`src/rtl/roll_uart_tx_if.sv`:
```
// Request/response bundle for roll_uart_tx: message request handshake, completion pulse and serial line.
// The master drives the request fields; the slave (the transmitter) drives ready, done and the UART line.
interface roll_uart_tx_if;
    logic       i_valid;
    logic       i_raw;
    logic [4:0] i_dieRoll;
    logic [7:0] i_byte;
    logic       o_ready;
    logic       o_done;
    logic       o_uart;

    modport master (
        output i_valid, i_raw, i_dieRoll, i_byte,
        input  o_ready, o_done, o_uart
    );

    modport slave (
        input  i_valid, i_raw, i_dieRoll, i_byte,
        output o_ready, o_done, o_uart
    );
endinterface

```
`src/rtl/roll_uart_tx.sv`:
```
// 8N1 UART sender for a die roll (decimal ASCII + CR LF) or a raw byte; 10*CLKS_PER_BIT cycles per char.
// One message in flight: o_ready is low from the accept edge until the last stop bit ends; i_valid is ignored meanwhile.
module roll_uart_tx #(
    parameter int CLKS_PER_BIT = 434
) (
    input  logic           i_clk,
    input  logic           i_reset_n,
    roll_uart_tx_if.slave  bus
);
    typedef enum logic [1:0] {IDLE, START, DATA, STOP} state_t;

    localparam logic [15:0] BAUD_LAST = 16'(CLKS_PER_BIT - 1);

    state_t      r_state, w_state_nxt;
    logic [15:0] r_baud,  w_baud_nxt;
    logic [2:0]  r_bit,   w_bit_nxt;
    logic [1:0]  r_char,  w_char_nxt;
    logic        r_uart,  w_uart_nxt;
    logic        r_ready, w_ready_nxt;
    logic        r_done,  w_done_nxt;
    logic        r_raw;
    logic [4:0]  r_roll;
    logic [7:0]  r_byte;
    logic        w_capture;

    logic [5:0]  w_v;
    logic [1:0]  w_tens;
    logic [3:0]  w_ones;
    logic [1:0]  w_idx;
    logic [1:0]  w_last;
    logic [7:0]  w_char;
    logic        w_baud_end;

    // Message content is derived from the captured request, so it cannot change mid-message.
    always_comb begin
        w_v    = {1'b0, r_roll} + 6'd1;
        w_tens = 2'd0;
        w_ones = w_v[3:0];
        if (w_v >= 6'd30) begin
            w_tens = 2'd3;
            w_ones = 4'(w_v - 6'd30);
        end else if (w_v >= 6'd20) begin
            w_tens = 2'd2;
            w_ones = 4'(w_v - 6'd20);
        end else if (w_v >= 6'd10) begin
            w_tens = 2'd1;
            w_ones = 4'(w_v - 6'd10);
        end

        // Single-digit messages skip the tens slot.
        w_idx  = (w_tens == 2'd0) ? r_char + 2'd1 : r_char;
        w_last = r_raw ? 2'd0 : ((w_tens == 2'd0) ? 2'd2 : 2'd3);

        w_char = 8'h0A;
        if (r_raw) begin
            w_char = r_byte;
        end else begin
            case (w_idx)
                2'd0:    w_char = 8'h30 | {6'b0, w_tens};
                2'd1:    w_char = 8'h30 | {4'b0, w_ones};
                2'd2:    w_char = 8'h0D;
                default: w_char = 8'h0A;
            endcase
        end
    end

    assign w_baud_end = (r_baud == BAUD_LAST);

    always_comb begin
        w_state_nxt = r_state;
        w_baud_nxt  = r_baud;
        w_bit_nxt   = r_bit;
        w_char_nxt  = r_char;
        w_uart_nxt  = r_uart;
        w_ready_nxt = r_ready;
        w_done_nxt  = 1'b0;
        w_capture   = 1'b0;

        case (r_state)
            IDLE: begin
                if (bus.i_valid) begin
                    w_capture   = 1'b1;
                    w_state_nxt = START;
                    w_baud_nxt  = 16'd0;
                    w_bit_nxt   = 3'd0;
                    w_char_nxt  = 2'd0;
                    w_uart_nxt  = 1'b0;
                    w_ready_nxt = 1'b0;
                end
            end
            START: begin
                if (w_baud_end) begin
                    w_baud_nxt  = 16'd0;
                    w_bit_nxt   = 3'd0;
                    w_state_nxt = DATA;
                    w_uart_nxt  = w_char[0];
                end else begin
                    w_baud_nxt = r_baud + 16'd1;
                end
            end
            DATA: begin
                if (w_baud_end) begin
                    w_baud_nxt = 16'd0;
                    if (r_bit == 3'd7) begin
                        w_state_nxt = STOP;
                        w_uart_nxt  = 1'b1;
                    end else begin
                        w_bit_nxt  = r_bit + 3'd1;
                        w_uart_nxt = w_char[r_bit + 3'd1];
                    end
                end else begin
                    w_baud_nxt = r_baud + 16'd1;
                end
            end
            STOP: begin
                if (w_baud_end) begin
                    w_baud_nxt = 16'd0;
                    if (r_char == w_last) begin
                        w_state_nxt = IDLE;
                        w_ready_nxt = 1'b1;
                        w_done_nxt  = 1'b1;
                        w_uart_nxt  = 1'b1;
                        w_char_nxt  = 2'd0;
                    end else begin
                        w_char_nxt  = r_char + 2'd1;
                        w_state_nxt = START;
                        w_uart_nxt  = 1'b0;
                    end
                end else begin
                    w_baud_nxt = r_baud + 16'd1;
                end
            end
            default: w_state_nxt = IDLE;
        endcase
    end

    always_ff @(posedge i_clk or negedge i_reset_n) begin
        if (!i_reset_n) begin
            r_state <= IDLE;
            r_baud  <= 16'd0;
            r_bit   <= 3'd0;
            r_char  <= 2'd0;
            r_uart  <= 1'b1;
            r_ready <= 1'b1;
            r_done  <= 1'b0;
            r_raw   <= 1'b0;
            r_roll  <= 5'd0;
            r_byte  <= 8'd0;
        end else begin
            r_state <= w_state_nxt;
            r_baud  <= w_baud_nxt;
            r_bit   <= w_bit_nxt;
            r_char  <= w_char_nxt;
            r_uart  <= w_uart_nxt;
            r_ready <= w_ready_nxt;
            r_done  <= w_done_nxt;
            if (w_capture) begin
                r_raw  <= bus.i_raw;
                r_roll <= bus.i_dieRoll;
                r_byte <= bus.i_byte;
            end
        end
    end

    assign bus.o_uart  = r_uart;
    assign bus.o_ready = r_ready;
    assign bus.o_done  = r_done;
endmodule

```
`src/flat_wrapper.sv`:
```
// flat-port wrapper written by rule: the top's interface ports become plain ports
module roll_uart_tx_flat 
#(
    parameter int CLKS_PER_BIT = 434
)
  (i_clk, i_reset_n, bus_i_valid, bus_i_raw, bus_i_dieRoll, bus_i_byte, bus_o_ready, bus_o_done, bus_o_uart);
  roll_uart_tx_if bus_i ();
  input  logic i_clk;
  input  logic i_reset_n;
  input wire logic [$bits(bus_i.i_valid)-1:0] bus_i_valid;
  input wire logic [$bits(bus_i.i_raw)-1:0] bus_i_raw;
  input wire logic [$bits(bus_i.i_dieRoll)-1:0] bus_i_dieRoll;
  input wire logic [$bits(bus_i.i_byte)-1:0] bus_i_byte;
  output wire logic [$bits(bus_i.o_ready)-1:0] bus_o_ready;
  output wire logic [$bits(bus_i.o_done)-1:0] bus_o_done;
  output wire logic [$bits(bus_i.o_uart)-1:0] bus_o_uart;
  assign bus_i.i_valid = bus_i_valid;
  assign bus_i.i_raw = bus_i_raw;
  assign bus_i.i_dieRoll = bus_i_dieRoll;
  assign bus_i.i_byte = bus_i_byte;
  assign bus_o_ready = bus_i.o_ready;
  assign bus_o_done = bus_i.o_done;
  assign bus_o_uart = bus_i.o_uart;
  roll_uart_tx #(.CLKS_PER_BIT(CLKS_PER_BIT)) u_core (.i_clk(i_clk), .i_reset_n(i_reset_n), .bus(bus_i));
endmodule
```
`config.mk`:
```
export PLATFORM = sky130hd
export DESIGN_NAME = roll_uart_tx_flat
export DESIGN_NICKNAME = d
export VERILOG_FILES = /design/src/rtl/roll_uart_tx_if.sv /design/src/rtl/roll_uart_tx.sv /design/src/flat_wrapper.sv
export SDC_FILE = /design/constraint.sdc
export NUM_CORES = 1
export LEC_CHECK = 0
export ABC_AREA = 1
export BUFFER_PORTS_ARGS = -buffer_cell sky130_fd_sc_hd__buf_4
export CAP_MARGIN = 5
export CORE_MARGIN = 5
export CORE_UTILIZATION = 45
export DETAILED_ROUTE_END_ITERATION = 10
export PLACE_DENSITY = 0.73
export SYNTH_ARGS = -nofsm -noshare
export SYNTH_HDL_FRONTEND = slang
export SYNTH_SLANG_ARGS = --single-unit
```
`constraint.sdc`:
```
create_clock -name i_clk -period 2.8 [get_ports i_clk]
set_input_delay 0.84 -clock i_clk [delete_from_list [all_inputs] [get_ports i_clk]]
set_output_delay 0.84 -clock i_clk [all_outputs]
set_load 0.02 [all_outputs]
```
==> results of run 1 <==
cell usage in the layout (no fill, tap or decap), drive strengths merged, types with 2 or more instances in the layout:
cell,Yosys,final
a21oi,12,12
a22oi,2,2
buf,0,22
clkbuf,3,7
dfrtp,38,38
dfstp,2,2
ha,14,14
inv,52,52
nand2,117,117
nand3,18,18
nand3b,4,4
nand4,8,8
nor2,34,34
nor3,6,6
nor3b,2,2
nor4,5,5
o21ai,25,25
o22ai,2,2
xor2,4,4
per-stage QoR:
stage          util [%]  cells  hold WS [ns]  instance area [um^2]
4_1_cts            53.0    453         0.487                  2940
5_1_grt            53.0    453         0.521                  2940
6_report           53.0    453         0.485                  2940
3_3_place_gp       50.7    445         0.466                  2810
2_1_floorplan         -    354         0.444                  2570
3_5_place_dp       50.7    445         0.467                  2810
cells in the mapped netlist:
| cell | number | share of area, % |
|---|---|---|
| nand2_1 | 107 | 16 |
| inv_1 | 51 | 7.4 |
| dfrtp_1 | 38 | 37 |
| nor2_1 | 31 | 4.5 |
| o21ai_0 | 25 | 4.9 |
| nand3_1 | 17 | 3.3 |
| ha_1 | 14 | 6.8 |
| a21oi_1 | 11 | 2.1 |
| nand2_2 | 9 | 2.2 |
| nand4_1 | 8 | 1.9 |
| nor3_1 | 5 | 0.97 |
| nor4_1 | 4 | 0.97 |
| xor2_1 | 4 | 1.4 |
| nand3b_1 | 3 | 0.87 |
| a22oi_1 | 2 | 0.58 |
| clkbuf_1 | 2 | 0.29 |
| dfstp_2 | 2 | 2.0 |
| nor2_4 | 2 | 0.87 |
| nor3b_1 | 2 | 0.58 |
| o22ai_1 | 2 | 0.49 |
| a211oi_1 | 1 | 0.29 |
| a21oi_2 | 1 | 0.34 |
| a2bb2oi_1 | 1 | 0.34 |
| clkbuf_8 | 1 | 0.53 |
| inv_2 | 1 | 0.15 |
| nand2_4 | 1 | 0.44 |
| nand3_2 | 1 | 0.39 |
| nand3b_2 | 1 | 0.44 |
| nor2_2 | 1 | 0.24 |
| nor3_2 | 1 | 0.39 |
| nor4_2 | 1 | 0.49 |
| o2111ai_1 | 1 | 0.34 |
| o21a_1 | 1 | 0.29 |
| or2_1 | 1 | 0.24 |
| xnor2_1 | 1 | 0.34 |
power groups by stage:
stage	sequential, uW	combinational (uW)	clock [uW]
finish	691	182	518
global route	703	217	556
CTS	690	185	529
detailed placement	699	185	0
global placement	699	177	0
floorplan	687	131	0
worst register-to-register path: stages (launching register included):
cell,delay [ns]
dfrtp_1,0.48
ha_1,0.27
inv_1,0.07
nand2_1,0.05
nand2_1,0.10
ha_1,0.22
nand2_1,0.06
nand2_1,0.05
nand2_1,0.06
inv_1,0.06
nor2_4,0.13
inv_1,0.07
nand2_1,0.08
nand2_1,0.05
nand2_1,0.08
nand2_1,0.06
a21oi_1,0.12
nand2_1,0.07
nand3_1,0.06
nand2_1,0.05
nand2_1,0.05
nand2_1,0.05
nand2_1,0.05
nand2_1,0.04
state kept, by name, indices dropped and copies added (netlist names):
register,cells
u_core.bus.o_uart,1
u_core.bus.o_done,1
u_core.r_state,2
u_core.r_raw,1
u_core.r_baud,16
u_core.r_byte,8
u_core.r_bit,3
u_core.bus.o_ready,1
u_core.r_roll,5
u_core.r_char,2
logic make-up (layout without fill, tap and decap cells):
family                     count (synthesis)  after routing  share of synthesized area (%)
DFF                                       40             40                           39.0
buffers and inverters                     55             82                           8.41
and+or+nand+nor                          195            195                           34.5
AOI/OAI and AO/OA                         45             45                           9.67
xor gates and xnor gates                   5              5                           1.70
adders and majority gates                 14             14                           6.80
path summary, 6_finish.rpt:
| path | to | slack [ns] | cells after the start |
|---|---|---|---|
| worst max register to register | u_core.bus.o_uart$_DFFE_PN1P_ | 0.37 | 23 |
| worst min register to register | u_core.bus.o_uart$_DFFE_PN1P_ | 0.49 | 2 |
| min in group asynchronous | u_core.r_baud[0]$_DFFE_PN0N_ | 0.51 | 1 |
| max in group asynchronous | u_core.bus.o_ready$_DFFE_PN1P_ | 1.92 | 1 |
| worst min-delay path | u_core.bus.o_uart$_DFFE_PN1P_ | 0.49 | 2 |
| worst max-delay path | u_core.bus.o_uart$_DFFE_PN1P_ | 0.37 | 23 |
routing by layer:
layer	wire length (um)	part of all wire, %	global-route usage [%]	vias up
met2	2470	46	26.3	38
met5	0	0	0	-
li1	-	-	-	1188
met3	219	4.1	3.55	7
met1	2570	48	21.5	1044
met4	62	1.2	5.18	0
layout make-up:
| type | count | area (um^2) | area share [%] |
|---|---|---|---|
| sequential | 40 | 1000 | 34.2 |
| tap | 72 | 90.1 | 3.07 |
| clock inverter | 1 | 30.0 | 1.02 |
| multi-input combinational | 259 | 1360 | 46.2 |
| clock buffer | 7 | 96.3 | 3.28 |
| inverter | 52 | 195 | 6.65 |
| timing repair buffer | 22 | 165 | 5.63 |
==> results.sh, run 1 <==
export IMPL_hp_class="reg2reg"
export IMPL_period_needed_ns=2.43
export IMPL_max_freq_mhz=411
export IMPL_drc=0
export IMPL_clockPowerShare_pct=37.3
export IMPL_first_pass_iters=4
export IMPL_antenna_found_initial=0
export IMPL_fp_coreArea_mm2=0.00554
export IMPL_h_tree_depth=2
export IMPL_start_util_pct=46.5
export IMPL_diodes=0
export IMPL_endpoint_kind="register"
export IMPL_internal_power_uw=1030
export IMPL_fin_ws_ns=0.368
export IMPL_cpMostUsedCell="nand2_1"
export IMPL_post_cts_resize_count=0
export IMPL_worst_setup_path_start_kind="register"
export IMPL_dpl_hpwl_um=4120
export IMPL_worst_pin_slew_ns=0.508
export IMPL_post_drt_wl_per_cell_um=11.8
export IMPL_worstSkewPairLatency_ns=0.30
export IMPL_required_ns=3.03
export IMPL_slew_headroom_pct=66.1
export IMPL_fin_nets=411
export IMPL_die_y_um=85.6
export IMPL_cp_slowest_stage_delay_ns=0.48
export IMPL_arrival_ns=2.67
export IMPL_power_switching_uw=364
export IMPL_wl_um=5330
export IMPL_power_total_uw=1390
export IMPL_fp_dieW_um=85.6
export IMPL_rows=27
export IMPL_setup_viol=0
export IMPL_setup_worst_path_start="u_core.r_roll[0]$_DFFE_PN0P_"
export IMPL_cts_root_buf="clkbuf_8"
export IMPL_port_buffers=19
export IMPL_cap_violations=0
export IMPL_period_share_pct=86.9
export IMPL_finClkSkew_ns=0.0111
export IMPL_drtIter0Drc=88
export IMPL_yosysWarnings=0
export IMPL_hold_viol=0
export IMPL_synth_fp_nets=385
export IMPL_cp_top_family="simple AND/OR/NAND/NOR gates"
export IMPL_crit_chain="ha_1, inv_1, nand2_1, nand2_1, ha_1, nand2_1, nand2_1, nand2_1, inv_1, nor2_4, inv_1, nand2_1, nand2_1, nand2_1, nand2_1, a21oi_1, nand2_1, nand3_1, nand2_1, nand2_1, nand2_1, nand2_1, nand2_1"
export IMPL_seq_power_share_pct=49.6
export IMPL_ctsHoldBuffers=0
export IMPL_grt_setup_unrepaired="no"
export IMPL_cts_num_sinks=40
export IMPL_ys_seq_elements=40
export IMPL_cts_buffers=5
export IMPL_dp_slack_ns=0.389
export IMPL_report_final_slew_viol_count=0
export IMPL_viasPerCell=5.03
export IMPL_syn_inst=354
export IMPL_ys_types=35
export IMPL_grt_max_degree=41
export IMPL_critPathBufInv=3
export IMPL_track_usage_pct=16.2
export IMPL_avgSynthCellArea_um2=7.27
export IMPL_area_growth_pct=14.0
export IMPL_p_per_area_mw_per_mm2=474
export IMPL_drive_above_1_share_pct=13.4
export IMPL_tns_ns=0
export IMPL_hold_start="u_core.bus.o_uart$_DFFE_PN1P_"
export IMPL_grt_pass1_vias=2251
export IMPL_grt_ovfl_total=0
export IMPL_seq_area_frac_synth_pct=39.0
export IMPL_postRouteAntennaNets=0
export IMPL_cts_tree="yes"
export IMPL_grt_pass1_wl_um=9740
export IMPL_die_area_mm2=0.00734
export IMPL_syn_cell_area_mm2=0.00257
export IMPL_ir_drop_mv=0.380
export IMPL_fill_cells=543
export IMPL_status="finished, final reports clean"
export IMPL_reg2reg_from="u_core.r_roll[0]$_DFFE_PN0P_"
export IMPL_io_pins=20
export IMPL_path_max_fanout=8
export IMPL_netSwitchingFraction_pct=26.2
export IMPL_via_count=2277
export IMPL_cts_buffer_depth=2
export IMPL_post_cts_buffers=0
export IMPL_slowest_stage="dfrtp_1"
export IMPL_crit_type="reg2reg"
export IMPL_path_clk_slew_ns=0.08
export IMPL_combPwrFrac_pct=13.1
export IMPL_gp_congestion=0.841
export IMPL_leakagePower_uw=0.00154
(Power assumes the default switching activity.)
==> run 2, diff against run 1 <==
==> constraint.sdc (replaced) <==
create_clock -name i_clk -period 2.8 [get_ports i_clk]
set_input_delay 0.28 -clock i_clk [delete_from_list [all_inputs] [get_ports i_clk]]
set_output_delay 0.28 -clock i_clk [all_outputs]
set_load 0.02 [all_outputs]
==> results.sh, run 2 (synthesized netlist as in run 1, its figures left out) <==
export IMPL_status="finished, final reports clean"
export IMPL_gp_congestion=0.841
export IMPL_grt_max_degree=41
export IMPL_fin_worst_hold_slack_ns=0.184
export IMPL_dpl_cell_count=445
export IMPL_die_y_um=85.6
export IMPL_route_met2_wl_um=2470
export IMPL_drtIter0Drc=94
export IMPL_top_register="u_core.r_baud"
export IMPL_hold_end="u_core.r_byte[7]$_DFFE_PN0P_"
export IMPL_viasPerCell=5.05
export IMPL_regArea_mm2=0.00100
export IMPL_layout_cells_most_common="nand2_1"
export IMPL_worstSkewPairLatency_ns=0.30
export IMPL_port_buffers=19
export IMPL_via_count=2291
export IMPL_leakagePower_uw=0.00154
export IMPL_postRouteAntennaNets=0
export IMPL_fp_dieW_um=85.6
export IMPL_finalNonFillerCells=454
export IMPL_report_final_slew_viol_count=0
export IMPL_wl_met1_um=2540
export IMPL_path_max_fanout=8
export IMPL_layout_common_cells="nand2_1, inv_1, dfrtp_1, nor2_1, o21ai_0"
export IMPL_cts_tree="yes"
export IMPL_grt_ovfl_total=0
export IMPL_rrSetupSlack_ns=0.36
export IMPL_multi_input_area_mm2=0.00136
export IMPL_dpl_hpwl_um=4120
export IMPL_reg2reg_from="u_core.r_roll[0]$_DFFE_PN0P_"
export IMPL_io_pins=20
export IMPL_max_freq_mhz=410
export IMPL_fin_ws_ns=0.362
export IMPL_slew_headroom_pct=66.1
export IMPL_tns_ns=0
export IMPL_ir_drop_mv=0.380
export IMPL_path_clk_slew_ns=0.08
export IMPL_wl_met3_um=253
export IMPL_hold_viol=0
export IMPL_setup_viol=0
export IMPL_cts_buffer_depth=2
export IMPL_worst_pin_slew_ns=0.508
export IMPL_period_share_pct=87.1
export IMPL_rows=27
export IMPL_crit_type="reg2reg"
export IMPL_endpoint_kind="register"
export IMPL_start_util_pct=46.5
export IMPL_cap_violations=0
export IMPL_post_cts_buffers=0
export IMPL_cts_buffers=5
export IMPL_grt_pass1_vias=2256
export IMPL_drc=0
export IMPL_fin_nets=412
export IMPL_final_area_mm2=0.00295
export IMPL_wl_um=5330
export IMPL_period_needed_ns=2.44
export IMPL_largest_register_ffs=16
export IMPL_whs_path_depth=3
export IMPL_drive_above_1_share_pct=13.4
export IMPL_finClkSkew_ns=0.0109
export IMPL_die_area_mm2=0.00734
export IMPL_grt_setup_unrepaired="no"
export IMPL_fill_cells=545
export IMPL_dp_slack_ns=0.389
export IMPL_arrival_ns=2.67
export IMPL_antenna_found_initial=0
export IMPL_worst_setup_path_start_kind="register"
export IMPL_reg2reg_depth=23
export IMPL_cts_num_sinks=40
export IMPL_reg_top3="u_core.r_baud: 16 flops, u_core.r_byte: 8 flops, u_core.r_roll: 5 flops"
export IMPL_fp_coreArea_mm2=0.00554
export IMPL_track_usage_pct=16.2
export IMPL_p_per_area_mw_per_mm2=473
export IMPL_grt_pass1_wl_um=9750
export IMPL_hold_start="bus_i_byte[7]"
export IMPL_h_tree_depth=2
export IMPL_placed_area_mm2=0.00281
export IMPL_routed_top_layer="met4"
export IMPL_first_pass_iters=4
export IMPL_required_ns=3.03
export IMPL_cts_root_buf="clkbuf_8"
export IMPL_area_growth_pct=14.4
export IMPL_timing_rr_end="u_core.bus.o_uart$_DFFE_PN1P_"
export IMPL_hp_class="in2reg"
export IMPL_post_drt_wl_per_cell_um=11.7
export IMPL_diodes=0
==> run 2: per-layer routing <==
layer | up-vias | GRT usage (%)
li1 | 1188 | -
met1 | 1056 | 21.6
met2 | 40 | 26.3
met3 | 7 | 3.55
met4 | 0 | 5.18
met5 | - | 0
==> run 2: worst max-delay path: stages (launching register included) <==
cell and delay, ns:
dfrtp_1 0.49, ha_1 0.27, inv_1 0.07, nand2_1 0.06
nand2_1 0.10, ha_1 0.22, nand2_1 0.06, nand2_1 0.05
nand2_1 0.06, inv_1 0.06, nor2_4 0.13, inv_1 0.07
nand2_1 0.08, nand2_1 0.05, nand2_1 0.08, nand2_1 0.06
a21oi_1 0.12, nand2_1 0.07, nand3_1 0.06, nand2_1 0.05
nand2_1 0.05, nand2_1 0.04, nand2_1 0.05, nand2_1 0.04
==> run 2: worst max-delay path by stage <==
stage / start / end / cells after the start
finish: u_core.r_roll[0]$_DFFE_PN0P_ / u_core.bus.o_uart$_DFFE_PN1P_ / 23
global route: u_core.r_roll[0]$_DFFE_PN0P_ / u_core.bus.o_uart$_DFFE_PN1P_ / 25
CTS: u_core.r_roll[0]$_DFFE_PN0P_ / u_core.bus.o_uart$_DFFE_PN1P_ / 24
detailed placement: u_core.r_roll[0]$_DFFE_PN0P_ / u_core.bus.o_uart$_DFFE_PN1P_ / 25
global placement: u_core.r_roll[0]$_DFFE_PN0P_ / u_core.bus.o_uart$_DFFE_PN1P_ / 21
floorplan: u_core.r_roll[0]$_DFFE_PN0P_ / u_core.bus.o_uart$_DFFE_PN1P_ / 25
==> run 2: final cells by class <==
| cell class | count | area share [%] |
|---|---|---|
| Tap cell | 72 | 3.06 |
| Inverter | 52 | 6.63 |
| Sequential cell | 40 | 34.1 |
| Timing Repair Buffer | 23 | 5.95 |
| Multi-Input combinational cell | 259 | 46.0 |
| Clock inverter | 1 | 1.02 |
| Clock buffer | 7 | 3.27 |
==> run 2: where the power goes <==
part           switching (uW)  internal [uW]  leakage (uW)
registers                60.0            631      0.000479
clock network             204            315     0.0000645
logic                     101           82.6      0.000999
==> run 2: timing repair <==
action                    CTS  global route
hold endpoints to repair   38             0
hold buffers                1             0
gates resized for setup     0             0
==> run 2: metrics by stage <==
step                total power [uW]  util [%]
floorplan                        819         -
global placement                 876      50.7
detailed placement               884      50.7
CTS                             1400      53.2
global route                    1480      53.2
finish                          1390      53.2
==> run 3, diff against run 2 <==
--- a/config.mk
+++ b/config.mk
@@ -5,7 +5,6 @@
 export SDC_FILE = /design/constraint.sdc
 export NUM_CORES = 1
 export LEC_CHECK = 0
-export ABC_AREA = 1
 export BUFFER_PORTS_ARGS = -buffer_cell sky130_fd_sc_hd__buf_4
 export CAP_MARGIN = 5
 export CORE_MARGIN = 5
==> results.sh, run 3 <==
export IMPL_status="finished, final reports clean"
export IMPL_seq_area_frac_synth_pct=38.3
export IMPL_gp_congestion=0.913
export IMPL_fin_nets=339
export IMPL_report_final_slew_viol_count=0
export IMPL_fp_dieW_um=86.3
export IMPL_ys_seq_elements=40
export IMPL_viasPerCell=5.61
export IMPL_p_per_area_mw_per_mm2=380
export IMPL_cts_tree="yes"
export IMPL_cap_violations=0
export IMPL_required_ns=3.01
export IMPL_grt_ovfl_total=0
export IMPL_period_needed_ns=2.64
export IMPL_fp_coreArea_mm2=0.00557
export IMPL_drive_above_1_share_pct=21.0
export IMPL_slew_headroom_pct=57.2
export IMPL_grt_pass1_wl_um=9740
export IMPL_syn_cell_area_mm2=0.00262
export IMPL_dpl_cell_count=372
export IMPL_h_tree_depth=2
export IMPL_post_cts_buffers=0
export IMPL_worst_setup_path_start_kind="register"
export IMPL_worst_pin_slew_ns=0.640
export IMPL_io_pins=20
export IMPL_postRouteAntennaNets=0
export IMPL_finClkSkew_ns=0.0145
export IMPL_path_max_fanout=7
export IMPL_arrival_ns=2.86
export IMPL_die_area_mm2=0.00744
export IMPL_cts_root_buf="clkbuf_8"
export IMPL_via_count=2139
export IMPL_antenna_found_initial=0
export IMPL_synth_fp_nets=314
export IMPL_start_util_pct=47.0
export IMPL_leakagePower_uw=0.00137
export IMPL_avgSynthCellArea_um2=9.25
export IMPL_rows=27
export IMPL_max_freq_mhz=378
export IMPL_layout_common_cells="dfrtp_1, nand2_1, nor2_1, buf_4, o21ai_0"
export IMPL_hp_class="in2reg"
export IMPL_grt_setup_unrepaired="no"
export IMPL_synth_commonest_cells="dfrtp_1, nand2_1, nor2_1, o21ai_0, mux2_2"
export IMPL_power_total_uw=1130
export IMPL_finalNonFillerCells=381
export IMPL_track_usage_pct=16.1
export IMPL_synthArstFlopShare_pct=100
export IMPL_first_pass_iters=4
export IMPL_synth_top_area_cell="dfrtp_1"
export IMPL_ys_types=58
export IMPL_synth_edf_count=0
export IMPL_wl_um=5560
export IMPL_die_y_um=86.3
export IMPL_hold_viol=0
export IMPL_synth_top_area_share_pct=36.3
export IMPL_largest_register_ffs=16
export IMPL_reg_top3="u_core.r_baud: 16 flops, u_core.r_byte: 8 flops, u_core.r_roll: 5 flops"
export IMPL_whs_path_depth=2
export IMPL_grt_max_degree=41
export IMPL_fill_cells=529
export IMPL_yosys_cell_count_top_type="dfrtp_1"
export IMPL_syn_inst=283
export IMPL_yosysWarnings=0
export IMPL_synth_area_leaders="dfrtp_1, mux2_2, ha_1"
export IMPL_port_buffers=19
export IMPL_reg2reg_depth=12
export IMPL_cts_num_sinks=40
export IMPL_path_clk_slew_ns=0.09
export IMPL_period_share_pct=94.5
export IMPL_dpl_hpwl_um=4070
export IMPL_setup_viol=0
export IMPL_top_register="u_core.r_baud"
export IMPL_tns_ns=0
export IMPL_cts_buffer_depth=2
export IMPL_worstSkewPairLatency_ns=0.30
export IMPL_diodes=0
export IMPL_crit_type="reg2reg"
export IMPL_grt_pass1_vias=2073
export IMPL_drc=0
export IMPL_area_growth_pct=13.3
export IMPL_drtIter0Drc=82
export IMPL_layout_cells_most_common="dfrtp_1"
export IMPL_synth_main_ff_cell="dfrtp_1"
export IMPL_ir_drop_mv=0.329
export IMPL_endpoint_kind="register"
export IMPL_cts_buffers=5
export IMPL_post_drt_wl_per_cell_um=14.6
## run 3: changes by cell type in the layout (fill, tap and decap cells not counted), moves of 5 or more
cell and delta:
and3_1 +6, inv_1 -39, mux2_2 +16, nand2_1 -79
nand2_2 -9, nand2b_1 +5, nand3_1 -5, nand4_1 -7
o21ai_0 -8, o31ai_1 +8, or3_1 +5, xor2_1 +6
## run 3: routing by layer
metal  GRT usage (%)  wire, um  vias to the layer above
met5               0         0                        -
met4            3.82        38                        0
met3            3.52       192                        4
met2            27.4      2700                       34
met1            21.0      2630                     1037
li1                -         -                     1064
## run 3: stage by stage
step	area (um^2)	util (%)	setup slack [ns]	hold WS (ns)
floorplan	2620	-	0.109	-0.0156
global placement	2870	51.4	0.205	0.288
detailed placement	2870	51.4	0.143	0.289
CTS	2960	53.2	0.126	0.149
global route	2970	53.2	0.0157	0.143
finish	2970	53.2	0.155	0.154
## run 3: cells by family after synthesis
family | count (synthesis) | share of synthesized area [%]
AO/OA/AOI/OAI | 72 | 19.2
multiplexers | 18 | 7.65
adder cells (fa/ha/maj) | 14 | 6.69
AND/OR/NAND/NOR | 100 | 19.0
flip-flops | 40 | 38.3
XOR/XNOR | 16 | 5.64
buffers and inverters | 23 | 3.44
## run 3: critical path, cell delays in order (launching register included)
cell and delay (ns):
dfrtp_1 0.41, buf_4 0.17, ha_1 0.35, ha_1 0.21, a21oi_1 0.14, o21ai_0 0.10
o2bb2ai_1 0.13, buf_4 0.16, nand3b_1 0.10, a311o_1 0.35, o21a_1 0.18, a211oi_2 0.18
a21oi_1 0.09
## run 3: path summary, 6_finish.rpt
check / start / endpoint / slack (ns)
worst min-delay path: bus_i_valid / u_core.bus.o_ready$_DFFE_PN1P_ / 0.15
worst max-delay path: u_core.r_roll[0]$_DFFE_PN0P_ / u_core.bus.o_uart$_DFFE_PN1P_ / 0.16
max in group asynchronous: i_reset_n / u_core.bus.o_uart$_DFFE_PN1P_ / 1.93
worst min register to register: u_core.r_byte[6]$_DFFE_PN0P_ / u_core.r_byte[6]$_DFFE_PN0P_ / 0.51
min in group asynchronous: i_reset_n / u_core.r_baud[13]$_DFFE_PN0N_ / 0.49
worst max register to register: u_core.r_roll[0]$_DFFE_PN0P_ / u_core.bus.o_uart$_DFFE_PN1P_ / 0.16
## run 3: final cells by class
cell class,count,area (um^2),share of cell area [%]
Timing Repair Buffer,27,205,6.92
Inverter,14,52.6,1.77
Multi-Input combinational cell,220,1530,51.5
Tap cell,72,90.1,3.04
Clock inverter,3,18.8,0.633
Clock buffer,5,68.8,2.32
Sequential cell,40,1000,33.8
## run 3: what timing repair did
item / 4_1_cts / 5_1_grt
endpoints found under the setup margin: 0 / 1
hold buffers: 1 / 0
resized for setup: 0 / 1
endpoints found under the hold margin: 38 / 0
## run 3: power breakdown
part	switching (uW)	leakage, uW	internal, uW
clock network	211	0.0000479	174
registers	41.9	0.000527	608
logic	46.9	0.000792	46.6
total	300	0.00137	828
